===== src/rtl/alpha_seq_pkg.sv =====
// Shared types and constants for the ALPHA startup sequencer.
// Default order: seq3, seq2, i2c, then seq1 gated by button.
package alpha_seq_pkg;

  localparam logic [2:0] S_IDLE      = 3'd0;
  localparam logic [2:0] S_DELAY     = 3'd1;
  localparam logic [2:0] S_WAIT_GATE = 3'd2;
  localparam logic [2:0] S_FIRE      = 3'd3;
  localparam logic [2:0] S_DONE      = 3'd4;

  typedef enum logic [2:0] {
    ST_IDLE      = S_IDLE,
    ST_DELAY     = S_DELAY,
    ST_WAIT_GATE = S_WAIT_GATE,
    ST_FIRE      = S_FIRE,
    ST_DONE      = S_DONE
  } seq_state_t;

  localparam int DEF_NUM_STAGES      = 4;
  localparam int DEF_DELAY_WIDTH     = 27;
  localparam int DEF_WATCHDOG_CYCLES = 100_000_000;

  localparam logic [3:0] DEF_GATED_MASK = 4'b1000;

  localparam logic [26:0] DLY_SEQ3 = 27'd50_000_000;
  localparam logic [26:0] DLY_SEQ2 = 27'd25_000_000;
  localparam logic [26:0] DLY_I2C  = 27'd10_000_000;
  localparam logic [26:0] DLY_SEQ1 = 27'd1_000;

  localparam logic [4*27-1:0] DEF_STAGE_DELAY =
    {DLY_SEQ1, DLY_I2C, DLY_SEQ2, DLY_SEQ3};

  // Stage index width; a single stage still needs one bit.
  function automatic int idx_width(input int n);
    return (n > 1) ? $clog2(n) : 1;
  endfunction

endpackage


===== src/rtl/alpha_startup_sequencer_if.sv =====
// Control/status bundle of the startup sequencer.
// master drives commands, slave is the sequencer.
interface alpha_startup_sequencer_if
  import alpha_seq_pkg::*;
#(
  parameter int NUM_STAGES  = DEF_NUM_STAGES,
  parameter int DELAY_WIDTH = DEF_DELAY_WIDTH
);
  localparam int IW = idx_width(NUM_STAGES);

  logic                              start;
  logic                              abort;
  logic                              gate;
  logic [NUM_STAGES*DELAY_WIDTH-1:0] stage_delay;
  logic [NUM_STAGES-1:0]             stage_pulse;
  logic [NUM_STAGES-1:0]             stage_done;
  logic [IW-1:0]                     current_stage;
  logic                              busy;
  logic                              all_done;
  logic                              waiting_gate;
  logic                              timeout;

  modport master (
    output start, abort, gate, stage_delay,
    input  stage_pulse, stage_done, current_stage,
    input  busy, all_done, waiting_gate, timeout
  );

  modport slave (
    input  start, abort, gate, stage_delay,
    output stage_pulse, stage_done, current_stage,
    output busy, all_done, waiting_gate, timeout
  );
endinterface


===== src/rtl/seq_delay_counter.sv =====
// Loadable down-counter; holds at zero.
// Used for stage delays and the gate watchdog.
module seq_delay_counter #(
  parameter int WIDTH = 27
) (
  input  logic             clock,
  input  logic             reset,
  input  logic             load,
  input  logic             en,
  input  logic [WIDTH-1:0] value,
  output logic             zero
);
  logic [WIDTH-1:0] count;

  // load wins over decrement; stop at zero
  always_ff @(posedge clock or negedge reset) begin
    if (!reset) count <= '0;
    else if (load) count <= value;
    else if (en && count != '0) count <= count - 1'b1;
  end

  assign zero = (count == '0);
endmodule


===== src/rtl/alpha_startup_sequencer.sv =====
// N-stage power-up sequencer with per-stage delay and gate.
// Watchdog on gate wait: ALPHA_STARTUP_SEQUENCER_WATCHDOG_EN.
module alpha_startup_sequencer
  import alpha_seq_pkg::*;
#(
  parameter int NUM_STAGES  = DEF_NUM_STAGES,
  parameter int DELAY_WIDTH = DEF_DELAY_WIDTH,
  parameter logic [NUM_STAGES-1:0] GATED_MASK =
    NUM_STAGES'(DEF_GATED_MASK)
`ifdef ALPHA_STARTUP_SEQUENCER_WATCHDOG_EN
  , parameter int WATCHDOG_CYCLES = DEF_WATCHDOG_CYCLES
`endif
) (
  input  logic clock,
  input  logic reset,
  alpha_startup_sequencer_if.slave bus
);
  localparam int IW = idx_width(NUM_STAGES);
  localparam logic [IW-1:0] LAST = IW'(NUM_STAGES - 1);

  seq_state_t state, state_nx;
  logic [IW-1:0] idx, idx_nx;
  logic cnt_load, cnt_en, cnt_zero, clr;
  logic [DELAY_WIDTH-1:0] cnt_val;
  logic [NUM_STAGES-1:0] pulse_nx;
  logic [NUM_STAGES-1:0] pulse_q, done_q;
  logic busy_q, all_done_q, waiting_q;

`ifdef ALPHA_STARTUP_SEQUENCER_WATCHDOG_EN
  localparam int WD_W = $clog2(WATCHDOG_CYCLES + 1);
  logic wd_load, wd_en, wd_zero, wd_trip, timeout_q;
`endif

  // Delay of the stage being entered, sampled only on load
  assign cnt_val =
    bus.stage_delay[idx_nx*DELAY_WIDTH +: DELAY_WIDTH];

  seq_delay_counter #(.WIDTH(DELAY_WIDTH)) u_dly (
    .clock (clock),
    .reset (reset),
    .load  (cnt_load),
    .en    (cnt_en),
    .value (cnt_val),
    .zero  (cnt_zero)
  );

  // Next state; abort overrides everything else
  always_comb begin
    state_nx = state;
    idx_nx   = idx;
    cnt_load = 1'b0;
    cnt_en   = 1'b0;
    clr      = 1'b0;
`ifdef ALPHA_STARTUP_SEQUENCER_WATCHDOG_EN
    wd_trip  = 1'b0;
`endif
    unique case (state)
      ST_IDLE, ST_DONE: begin
        if (bus.start) begin
          clr      = 1'b1;
          idx_nx   = '0;
          cnt_load = 1'b1;
          state_nx = ST_DELAY;
        end
      end
      ST_DELAY: begin
        if (cnt_zero)
          state_nx = GATED_MASK[idx] ? ST_WAIT_GATE : ST_FIRE;
        else
          cnt_en = 1'b1;
      end
      ST_WAIT_GATE: begin
        if (bus.gate) state_nx = ST_FIRE;
`ifdef ALPHA_STARTUP_SEQUENCER_WATCHDOG_EN
        else if (wd_zero) begin
          state_nx = ST_IDLE;
          wd_trip  = 1'b1;
        end
`endif
      end
      ST_FIRE: begin
        if (idx == LAST) begin
          state_nx = ST_DONE;
        end else begin
          idx_nx   = idx + 1'b1;
          cnt_load = 1'b1;
          state_nx = ST_DELAY;
        end
      end
      default: state_nx = ST_IDLE;
    endcase
    if (bus.abort) begin
      state_nx = ST_IDLE;
      idx_nx   = idx;
      cnt_load = 1'b0;
      cnt_en   = 1'b0;
      clr      = 1'b0;
`ifdef ALPHA_STARTUP_SEQUENCER_WATCHDOG_EN
      wd_trip  = 1'b0;
`endif
    end
  end

  // Pulse lines up with the FIRE cycle of the current stage
  assign pulse_nx = (state_nx == ST_FIRE) ?
    (NUM_STAGES'(1) << idx_nx) : '0;

  // State, index and registered status outputs
  always_ff @(posedge clock or negedge reset) begin
    if (!reset) begin
      state      <= ST_IDLE;
      idx        <= '0;
      pulse_q    <= '0;
      done_q     <= '0;
      busy_q     <= 1'b0;
      all_done_q <= 1'b0;
      waiting_q  <= 1'b0;
    end else begin
      state      <= state_nx;
      idx        <= idx_nx;
      pulse_q    <= pulse_nx;
      done_q     <= clr ? '0 : (done_q | pulse_nx);
      busy_q     <= (state_nx == ST_DELAY) ||
                    (state_nx == ST_WAIT_GATE) ||
                    (state_nx == ST_FIRE);
      all_done_q <= (state_nx == ST_DONE);
      waiting_q  <= (state_nx == ST_WAIT_GATE);
    end
  end

`ifdef ALPHA_STARTUP_SEQUENCER_WATCHDOG_EN
  assign wd_load = (state_nx == ST_WAIT_GATE) &&
                   (state != ST_WAIT_GATE);
  assign wd_en   = (state == ST_WAIT_GATE);

  seq_delay_counter #(.WIDTH(WD_W)) u_wd (
    .clock (clock),
    .reset (reset),
    .load  (wd_load),
    .en    (wd_en),
    .value (WD_W'(WATCHDOG_CYCLES - 1)),
    .zero  (wd_zero)
  );

  // Sticky timeout, cleared by the next start
  always_ff @(posedge clock or negedge reset) begin
    if (!reset) timeout_q <= 1'b0;
    else if (clr) timeout_q <= 1'b0;
    else if (wd_trip) timeout_q <= 1'b1;
  end

  assign bus.timeout = timeout_q;
`else
  assign bus.timeout = 1'b0;
`endif

  assign bus.stage_pulse   = pulse_q;
  assign bus.stage_done    = done_q;
  assign bus.current_stage = idx;
  assign bus.busy          = busy_q;
  assign bus.all_done      = all_done_q;
  assign bus.waiting_gate  = waiting_q;
endmodule


===== src/flat_wrapper.sv =====
// flat-port wrapper written by rule: the top's interface ports become plain ports
module alpha_startup_sequencer_flat import alpha_seq_pkg::*;
#(
  parameter int NUM_STAGES  = DEF_NUM_STAGES,
  parameter int DELAY_WIDTH = DEF_DELAY_WIDTH,
  parameter logic [NUM_STAGES-1:0] GATED_MASK =
    NUM_STAGES'(DEF_GATED_MASK)

)
  (clock, reset, bus_start, bus_abort, bus_gate, bus_stage_delay, bus_stage_pulse, bus_stage_done, bus_current_stage, bus_busy, bus_all_done, bus_waiting_gate, bus_timeout);
  alpha_startup_sequencer_if #(.NUM_STAGES(NUM_STAGES), .DELAY_WIDTH(DELAY_WIDTH)) bus_i ();
  input  logic clock;
  input  logic reset;
  input wire logic [$bits(bus_i.start)-1:0] bus_start;
  input wire logic [$bits(bus_i.abort)-1:0] bus_abort;
  input wire logic [$bits(bus_i.gate)-1:0] bus_gate;
  input wire logic [$bits(bus_i.stage_delay)-1:0] bus_stage_delay;
  output wire logic [$bits(bus_i.stage_pulse)-1:0] bus_stage_pulse;
  output wire logic [$bits(bus_i.stage_done)-1:0] bus_stage_done;
  output wire logic [$bits(bus_i.current_stage)-1:0] bus_current_stage;
  output wire logic [$bits(bus_i.busy)-1:0] bus_busy;
  output wire logic [$bits(bus_i.all_done)-1:0] bus_all_done;
  output wire logic [$bits(bus_i.waiting_gate)-1:0] bus_waiting_gate;
  output wire logic [$bits(bus_i.timeout)-1:0] bus_timeout;
  assign bus_i.start = bus_start;
  assign bus_i.abort = bus_abort;
  assign bus_i.gate = bus_gate;
  assign bus_i.stage_delay = bus_stage_delay;
  assign bus_stage_pulse = bus_i.stage_pulse;
  assign bus_stage_done = bus_i.stage_done;
  assign bus_current_stage = bus_i.current_stage;
  assign bus_busy = bus_i.busy;
  assign bus_all_done = bus_i.all_done;
  assign bus_waiting_gate = bus_i.waiting_gate;
  assign bus_timeout = bus_i.timeout;
  alpha_startup_sequencer #(.NUM_STAGES(NUM_STAGES), .DELAY_WIDTH(DELAY_WIDTH), .GATED_MASK(GATED_MASK)) u_core (.clock(clock), .reset(reset), .bus(bus_i));
endmodule

===== config.mk =====
export PLATFORM = sky130hd
export DESIGN_NAME = alpha_startup_sequencer_flat
export DESIGN_NICKNAME = d
export VERILOG_FILES = /design/src/rtl/alpha_seq_pkg.sv /design/src/rtl/alpha_startup_sequencer_if.sv /design/src/rtl/seq_delay_counter.sv /design/src/rtl/alpha_startup_sequencer.sv /design/src/flat_wrapper.sv
export SDC_FILE = /design/constraint.sdc
export NUM_CORES = 1
export LEC_CHECK = 0
export CORE_MARGIN = 8
export CORE_UTILIZATION = 42
export CTS_BUF_LIST = sky130_fd_sc_hd__clkbuf_4 sky130_fd_sc_hd__clkbuf_8 sky130_fd_sc_hd__clkbuf_16
export CTS_CLUSTER_DIAMETER = 80
export DETAILED_ROUTE_END_ITERATION = 10
export PLACE_DENSITY = 0.86
export SYNTH_ARGS = -nofsm -noshare
export SYNTH_HDL_FRONTEND = slang
export SYNTH_SLANG_ARGS = --single-unit
export TNS_END_PERCENT = 30

===== constraint.sdc =====
create_clock -name clock -period 2.8 [get_ports clock]
set_input_delay 0.42 -clock clock [delete_from_list [all_inputs] [get_ports clock]]
set_output_delay 0.42 -clock clock [all_outputs]
set_load 0.02 [all_outputs]

### After elaboration in Yosys (flattened, before gate mapping)

Index checks and enable logic that the tools add are counted.

| word-level totals | value |
|---|---|
| register bits | 43 |
| bits in latches | 0 |
| bits in writable memories | 0 |
| memory bits (read-only) | 0 |
| input port bits | 113 |
| logic and storage cells | 58 |
| memories | 0 |

| operators by class | value |
|---|---|
| add/subtract/negate cells | 2 |
| multiply operators | 1 |
| div/mod/pow operators | 0 |
| magnitude comparators | 1 |
| equality and inequality tests | 9 |
| shift operators | 2 |
| mux-type cells | 26 |
| bitwise operators | 1 |
| reduce and logical (&&, ||, !) cells | 8 |

Operators with widths:

| cell | number |
|---|---|
| $shiftx 108x8->27 | 1 |
| $mux 27 | 2 |
| $logic_not 27->1 | 1 |
| $reduce_bool 27->1 | 1 |
| $sub 27x1->27 const B | 1 |
| $mux 3 | 5 |
| $eq 3x2->1 const B | 4 |
| $pmux 3 s4 | 1 |
| $mux 1 | 10 |
| $mux 4 | 2 |
| $mul 2x5->7 const B | 1 |
| $eq 3x1->1 const B | 2 |
| $eq 3x3->1 const B | 2 |
| $mux 2 | 3 |
| $or 4x4->4 | 1 |
| $pmux 2 s2 | 1 |
| $shl 1x2->4 const A | 1 |
| $logic_not 3->1 | 1 |
| $lt 2x3->1 const B | 1 |
| $add 2x1->2 const B | 1 |
| $bmux 1 s2 | 1 |
| $eq 2x2->1 const B | 1 |
| $logic_or 1x1->1 | 2 |
| $pmux 1 s2 | 1 |
| 3 further kinds | 3 |

### Logic depth before layout (Yosys ltp)

Gate-level depths: netlist (run 1).

| depth | value |
|---|---|
| word-level depth | 10 |
| depth in mapped cells | 10 |

### By module

From an unflattened synthesis (run 1), not the netlist that was laid out.

| second synthesis, totals | value |
|---|---|
| cells, all modules | 358 |
| area total of the unflattened synthesis | 3437.0 µm² |

Modules (own cells, without submodules):

| module | times used | cells each | area an instance (µm²) |
|---|---|---|---|
| seq_delay_counter | 1 | 199 | 1821.7 |
| alpha_startup_sequencer | 1 | 159 | 1615.3 |

### Worst setup path before layout (run 1)

No wires, ideal clock.

| timing path | value |
|---|---|
| path kind | register to register |
| start point | register u_core.u_dly.count[0] |
| end point | register u_core.u_dly.count[23] |
| setup time | 0.120 ns |
| arrival | 2.472 ns |
| required time | 2.680 ns |
| setup slack | 0.208 ns |
| cell stages (with the launch flop) | 9 |
| cell sequence | dfrtp_1 inv_1 ha_1 or4b_2 or4_4 o21a_4 buf_6 a311o_1 and3_1 |

| between the ends | value |
|---|---|
| cells in the longest elaborated chain, start to end | 6 |

RTL lines:

| element | RTL line | RTL |
|---|---|---|
| from (decl) | seq_delay_counter.sv:13 | `logic [WIDTH-1:0] count;` |
| from (signal assigned) | seq_delay_counter.sv:18 | `else if (load) count <= value;` |
| from (signal assigned) | seq_delay_counter.sv:19 | `else if (en && count != '0) count <= count - 1'b1;` |
| branches (longest 6 deep; another with $sub 27x1->27) | n/a |  |

Several ways; the timed one is not identified. The select of a mux whose other input is x is not followed.
A chain may end at the register's enable or synchronous reset.

### Worst setup path after layout (run 1)

| timing path | value |
|---|---|
| start point | register u_core.u_dly.count[1] |
| end point | register u_core.done_q[2] (netlist: u_core.bus.stage_done[2]) |

| between the ends | value |
|---|---|
| cells in the longest elaborated chain, start to end | 8 |

RTL lines:

| element | RTL line | RTL |
|---|---|---|
| $logic_not 27->1 | seq_delay_counter.sv:22 | `assign zero = (count == '0);` |
| $mux 3 | alpha_startup_sequencer.sv:67 | `if (cnt_zero)` |
| $pmux 3 s4 | alpha_startup_sequencer.sv:57 | `unique case (state)` |
| $mux 3 | alpha_startup_sequencer.sv:92 | `if (bus.abort) begin` |
| $eq 3x2->1 | alpha_startup_sequencer.sv:105 | `assign pulse_nx = (state_nx == ST_FIRE) ?` |
| $mux 4 | alpha_startup_sequencer.sv:105 |  |
| $or 4x4->4 | alpha_startup_sequencer.sv:122 | `done_q <= clr ? '0 : (done_q \| pulse_nx);` |
| $mux 4 | alpha_startup_sequencer.sv:122 |  |
| to (signal assigned) | alpha_startup_sequencer.sv:122 |  |
| to (decl) | alpha_startup_sequencer.sv:26 | `logic [NUM_STAGES-1:0] pulse_q, done_q;` |

Every way passes these cells.

==> results of run 1 <==
==> through the flow <==
| step | hold WS (ps) | util [%] | cells | setup TNS [ps] |
|---|---|---|---|---|
| 6_report | 266 | 62.9 | 662 | 0 |
| 4_1_cts | 289 | 62.7 | 661 | 0 |
| 2_1_floorplan | 124 | - | 412 | 0 |
| 3_5_place_dp | 473 | 61.3 | 653 | -324 |
| 5_1_grt | 343 | 62.9 | 662 | -39.3 |
| 3_3_place_gp | 473 | 61.3 | 653 | -116 |
==> sequential cells by signal, indices dropped and copies added (netlist names) <==
| name | count |
|---|---|
| u_core.u_dly.count | 27 |
| u_core.bus.stage_done | 4 |
| u_core.bus.stage_pulse | 4 |
| u_core.state | 3 |
| u_core.bus.current_stage | 2 |
| u_core.bus.all_done | 1 |
| u_core.bus.busy | 1 |
| u_core.bus.waiting_gate | 1 |
==> repair_timing <==
item	in CTS	in global routing
resized for setup	0	3
hold buffers	0	0
endpoints found under the setup margin	0	10
==> synth_stat cells (all sizes together), types with 4 or more instances <==
cell type / number / area [um^2]
o221a: 18 / 203
and3: 6 / 37.5
nand3: 11 / 55.1
o211a: 5 / 50.1
or4: 11 / 86.3
nor2b: 4 / 25.0
nor3: 18 / 101
o21ai: 18 / 93.8
a22oi: 4 / 35.0
dfrtp: 43 / 1080
clkbuf: 27 / 101
nand4: 5 / 31.3
or3: 11 / 78.8
a221oi: 9 / 78.8
o311a: 5 / 50.1
mux2i: 30 / 300
buf: 13 / 82.6
a2111oi: 9 / 85.1
nand2: 29 / 109
nor2: 20 / 75.1
a311o: 5 / 50.1
a31oi: 4 / 25.0
or2: 5 / 31.3
a211oi: 5 / 37.5
inv: 15 / 56.3
a21oi: 11 / 55.1
o211ai: 8 / 65.1
nor4: 6 / 37.5
mux2: 7 / 78.8
==> where the power goes <==
group | switching (W) | internal, W | total [W]
clock | 0.000250 | 0.000271 | 0.000521
combinational | 0.000303 | 0.000407 | 0.000710
sequential | 0.0000911 | 0.000722 | 0.000813
==> path summary, 6_finish.rpt <==
check | slack, ps | end | from
min in group clock | 500 | u_core.bus.stage_done[3] | u_core.bus.stage_done[3]
worst max-delay path | 70 | u_core.bus.stage_done[2] | u_core.u_dly.count[1]
max in group asynchronous | 1910 | u_core.u_dly.count[10] | reset
worst min register to register | 500 | u_core.bus.stage_done[3] | u_core.bus.stage_done[3]
worst max register to register | 70 | u_core.bus.stage_done[2] | u_core.u_dly.count[1]
worst min-delay path | 270 | u_core.bus.stage_pulse[1] | reset
==> area by class of cell <==
cell class,instances,area (um^2),share of cell area [%]
multi-input combinational,314,2330,43.4
timing repair buffer,173,1660,30.9
sequential,43,1080,20.0
tap,108,135,2.51
clock buffer,5,68.8,1.28
clock inverter,3,47.5,0.884
inverter,16,60.1,1.12
==> worst reg2reg max path, cell delays in order (launching register included) <==
cell	delay, ps
dfrtp_1	420
inv_1	80
ha_1	160
or4b_2	610
or4_4	560
nor3_4	310
nor2_2	140
o41ai_2	380
==> cell families (layout without fill, tap and decap cells) <==
logic type,after synthesis,in the layout,share of synthesized area (%)
buffers and inverters,56,197,6.72
and+or+nand+nor,143,143,22.5
muxes,37,37,10.4
other,1,1,0.103
AOI/OAI and AO/OA,131,132,30.3
DFF,43,43,29.6
adders and majority gates,1,1,0.345
==> routing by layer <==
layer	global-route usage [%]	routed length, um	up-vias
met5	0	0	-
met4	8.50	344	0
met3	4.26	1180	28
met2	38.3	6700	248
met1	27.9	5430	2044
li1	-	-	1926
==> results.sh, run 1 <==
export IMPL_layout_commonest_cell="clkdlybuf4s50_1"
export IMPL_gp_congestion=0.928
export IMPL_antenna_found_initial=0
export IMPL_worstMarginPinSlew_ps=995
export IMPL_setup_ws_ps=73.3
export IMPL_synth_edff_count=0
export IMPL_diodes=0
export IMPL_h_tree_depth=2
export IMPL_preCtsSetupSlack_ps=-112
export IMPL_fillCellCount=699
export IMPL_cts_buffers=5
export IMPL_ys_flop_type="dfrtp_1"
export IMPL_rsz0062_at_grt="true"
export IMPL_drc=0
export IMPL_clock_sinks=43
export IMPL_worst_clock_skew_ps=13.0
export IMPL_syn_nets=526
export IMPL_maxClockFrequency_ghz=0.367
export IMPL_dieWidth_um=109
export IMPL_clk_pin_slew_ps=100
export IMPL_syn_inst=412
export IMPL_wl_um=13700
export IMPL_cts_root_buffer="clkbuf_8"
export IMPL_syn_to_final_growth_pct=48.3
export IMPL_worstSetupEndpointType="flip-flop"
export IMPL_ir_drop_v=0.000235
export IMPL_final_cell_mix="clkdlybuf4s50_1, buf_4, dfrtp_1"
export IMPL_cp_start_kind="flip-flop"
export IMPL_drtIter0Drc=340
export IMPL_cap_viol_max_count=0
export IMPL_viasPerCell=6.41
export IMPL_path_buf_inv=1
export IMPL_cp_cell_sequence="inv_1 -> ha_1 -> or4b_2 -> or4_4 -> nor3_4 -> nor2_2 -> o41ai_2"
export IMPL_placed_cell_area_um2=5240
export IMPL_drv_slew=0
export IMPL_drt_pass1_iter_count=5
export IMPL_yosys_register_bits=43
export IMPL_io_pins=127
export IMPL_postSynthAreaPerCell_um2=8.81
export IMPL_routedWlPerCell_um=20.6
export IMPL_crit_cells=7
export IMPL_slowest_delay_ps=610
export IMPL_initial_core_util_pct=42.4
export IMPL_cp_top_family="simple AND/OR/NAND/NOR gates"
export IMPL_die_area_um2=11900
export IMPL_dp_hpwl_um=10800
export IMPL_status="complete, no violations"
export IMPL_critPathArrivalTime_ps=2940
export IMPL_p_leak_nw=2.04
export IMPL_setup_viol=0
export IMPL_cts_tree="built"
export IMPL_ant_nets=0
export IMPL_grt_pass1_vias=4212
export IMPL_ys_types=70
export IMPL_yosysWarnings=0
export IMPL_grt_max_degree=44
export IMPL_dr_total_vias=4246
export IMPL_slew_headroom_pct=33.7
export IMPL_die_h_um=109
export IMPL_rows=34
export IMPL_async_flop_share_pct=100
export IMPL_design_power_total_w=0.00204
export IMPL_insertion_delay_ps=310
export IMPL_netlist_area_um2=3630
export IMPL_grt_pass1_wl_um=21500
export IMPL_hold_viol_final=0
export IMPL_period_share_pct=97.4
export IMPL_drive_above_1_share_pct=19.1
export IMPL_crit_fanout=13
export IMPL_core_area_um2=8550
export IMPL_design_area_um2=5380
export IMPL_crit_slowest_cell="or4b_2"
export IMPL_grt_overflow=0
export IMPL_min_path_type="input pin to async pin"
export IMPL_seq_area_frac_synth_pct=29.6
export IMPL_clockBufferDepth=2
export IMPL_grt_usage_pct=22.6
export IMPL_powerDensity_nw_per_um2=380
export IMPL_nets=667
export IMPL_critical_path_class="flip-flop to flip-flop"
export IMPL_port_buffers=125
export IMPL_cp_required_ps=3010
export IMPL_r2r_cells=7
export IMPL_cts_setup_buffers=0
export IMPL_fin_crit_ps=2730
No activity file was read; power rests on OpenSTA's default activity.
==> run 2: changes to the inputs <==
--- a/config.mk
+++ b/config.mk
@@ -5,6 +5,7 @@
 export SDC_FILE = /design/constraint.sdc
 export NUM_CORES = 1
 export LEC_CHECK = 0
+export CORE_ASPECT_RATIO = 0.75
 export CORE_MARGIN = 8
 export CORE_UTILIZATION = 42
 export CTS_BUF_LIST = sky130_fd_sc_hd__clkbuf_4 sky130_fd_sc_hd__clkbuf_8 sky130_fd_sc_hd__clkbuf_16
==> run 2 against run 1 <==
Against the previous run: utilization rose by 2.6 points; total power rose by 13%; sequential power up 3.9%; combinational power shrank 2%; hold slack gained 30 ps; non-clock buffer count rose by 8; sequential share of layout area is 0.49 points lower; first-iteration DRC count grew 35%; critical path type unchanged.
==> results.sh, run 2 (synthesis gave the netlist of run 1 again) <==
export IMPL_status="complete, no violations"
export IMPL_period_share_pct=99.3
export IMPL_die_h_um=96.5
export IMPL_clock_sinks=43
export IMPL_io_pins=127
export IMPL_p_leak_nw=2.10
export IMPL_syn_to_final_growth_pct=51.9
export IMPL_fin_crit_ps=2780
export IMPL_grt_usage_pct=24.8
export IMPL_setup_ws_ps=18.5
export IMPL_drc=0
export IMPL_design_area_um2=5520
export IMPL_met3_length_um=1920
export IMPL_drtIter0Drc=458
export IMPL_grt_pass1_vias=4385
export IMPL_wl_met1_um=5980
export IMPL_ir_drop_v=0.000311
export IMPL_min_path_type="input pin to async pin"
export IMPL_wl_met2_um=6590
export IMPL_critical_path_class="flip-flop to flip-flop"
export IMPL_worst_clock_skew_ps=5.70
export IMPL_cp_start_kind="flip-flop"
export IMPL_slew_headroom_pct=33.3
export IMPL_highest_layer="met4"
export IMPL_critPathArrivalTime_ps=2950
export IMPL_hold_viol_final=0
export IMPL_cap_viol_max_count=0
export IMPL_ant_nets=0
export IMPL_clk_pin_slew_ps=60
export IMPL_initial_core_util_pct=43.1
export IMPL_port_buffers=125
export IMPL_drv_slew=0
export IMPL_maxClockFrequency_ghz=0.360
export IMPL_worstMarginPinSlew_ps=1000
export IMPL_cts_root_buffer="clkbuf_16"
export IMPL_layout_commonest_cell="clkdlybuf4s50_1"
export IMPL_grt_overflow=0
export IMPL_dr_total_vias=4384
export IMPL_grt_pass1_wl_um=23200
export IMPL_grt_max_degree=44
export IMPL_diodes=0
export IMPL_gp_congestion=0.972
export IMPL_clockBufferDepth=2
export IMPL_wl_um=14800
export IMPL_regMostFlops="u_core.u_dly.count"
export IMPL_routedWlPerCell_um=22.1
export IMPL_core_area_um2=8420
export IMPL_die_area_um2=11900
export IMPL_insertion_delay_ps=290
export IMPL_worstSetupEndpointType="flip-flop"
export IMPL_cp_required_ps=2970
export IMPL_crit_start="u_core.u_dly.count[0]"
export IMPL_drive_above_1_share_pct=20.3
export IMPL_powerDensity_nw_per_um2=420
export IMPL_h_tree_depth=2
export IMPL_largest_reg_flops=27
export IMPL_cts_tree="built"
export IMPL_placed_cell_area_um2=5280
export IMPL_antenna_found_initial=0
export IMPL_final_cell_mix="clkdlybuf4s50_1, buf_4, dfrtp_1"
export IMPL_fin_tns_setup_ps=0
export IMPL_rows=29
export IMPL_preCtsSetupSlack_ps=-131
export IMPL_dp_hpwl_um=11400
export IMPL_design_power_total_w=0.00231
export IMPL_viasPerCell=6.55
export IMPL_r2r_start="u_core.u_dly.count[0]"
export IMPL_crit_fanout=8
export IMPL_dieWidth_um=123
export IMPL_nets=674
export IMPL_drt_pass1_iter_count=5
export IMPL_setup_viol=0
export IMPL_cts_buffers=5
export IMPL_rsz0062_at_grt="true"
export IMPL_cts_hold_fix_buffers=0
export IMPL_fin_util_pct=65.5
==> run 2: stage by stage <==
| stage | instances | hold WS (ps) |
|---|---|---|
| after floorplan | 412 | 124 |
| after global placement | 659 | 473 |
| after detailed placement | 659 | 474 |
| after CTS | 667 | 340 |
| after global routing | 669 | 387 |
| final | 669 | 295 |
==> run 2: layer usage <==
layer / global-route usage, % / up-vias
li1: - / 1939
met1: 34.4 / 2054
met2: 37.4 / 346
met3: 6.79 / 45
met4: 6.59 / 0
met5: 0 / -
==> run 2: power breakdown <==
group	total (W)	switching, W	internal (W)
logic	0.000698	0.000302	0.000396
registers	0.000845	0.000122	0.000723
clock network	0.000771	0.000249	0.000522
total	0.00231	0.000673	0.00164
==> run 2: final timing paths <==
check	end	slack [ps]	cells after the start
max	u_core.u_dly.count[5]	20	8
min	u_core.bus.stage_done[3]	300	1
max reg2reg	u_core.u_dly.count[5]	20	8
min reg2reg	u_core.bus.stage_done[0]	480	2
max in group asynchronous	u_core.u_dly.count[2]	1880	1
min in group clock	u_core.bus.stage_done[0]	480	2
==> run 2: final cells by class <==
class / instances / area [um^2]
fill: 676 / 2900
inverter: 16 / 60.1
timing repair buffer: 181 / 1710
tap: 108 / 135
clock inverter: 2 / 60.1
multi-input combinational: 313 / 2340
sequential: 43 / 1080
clock buffer: 6 / 133
==> run 2: worst max-delay path, stage by stage (launching register included) <==
cell     delay (ps)
dfrtp_1         390
inv_1            60
ha_1            180
or4b_2          600
or4_4           530
o21ai_2         310
buf_4           230
a21oi_1          70
a311o_1         280
==> run 2: timing repair <==
action / 4_1_cts / 5_1_grt
setup endpoints to repair: 0 / 10
hold endpoints to repair: 0 / 0
resized for setup: 0 / 6
setup buffers: 0 / 2
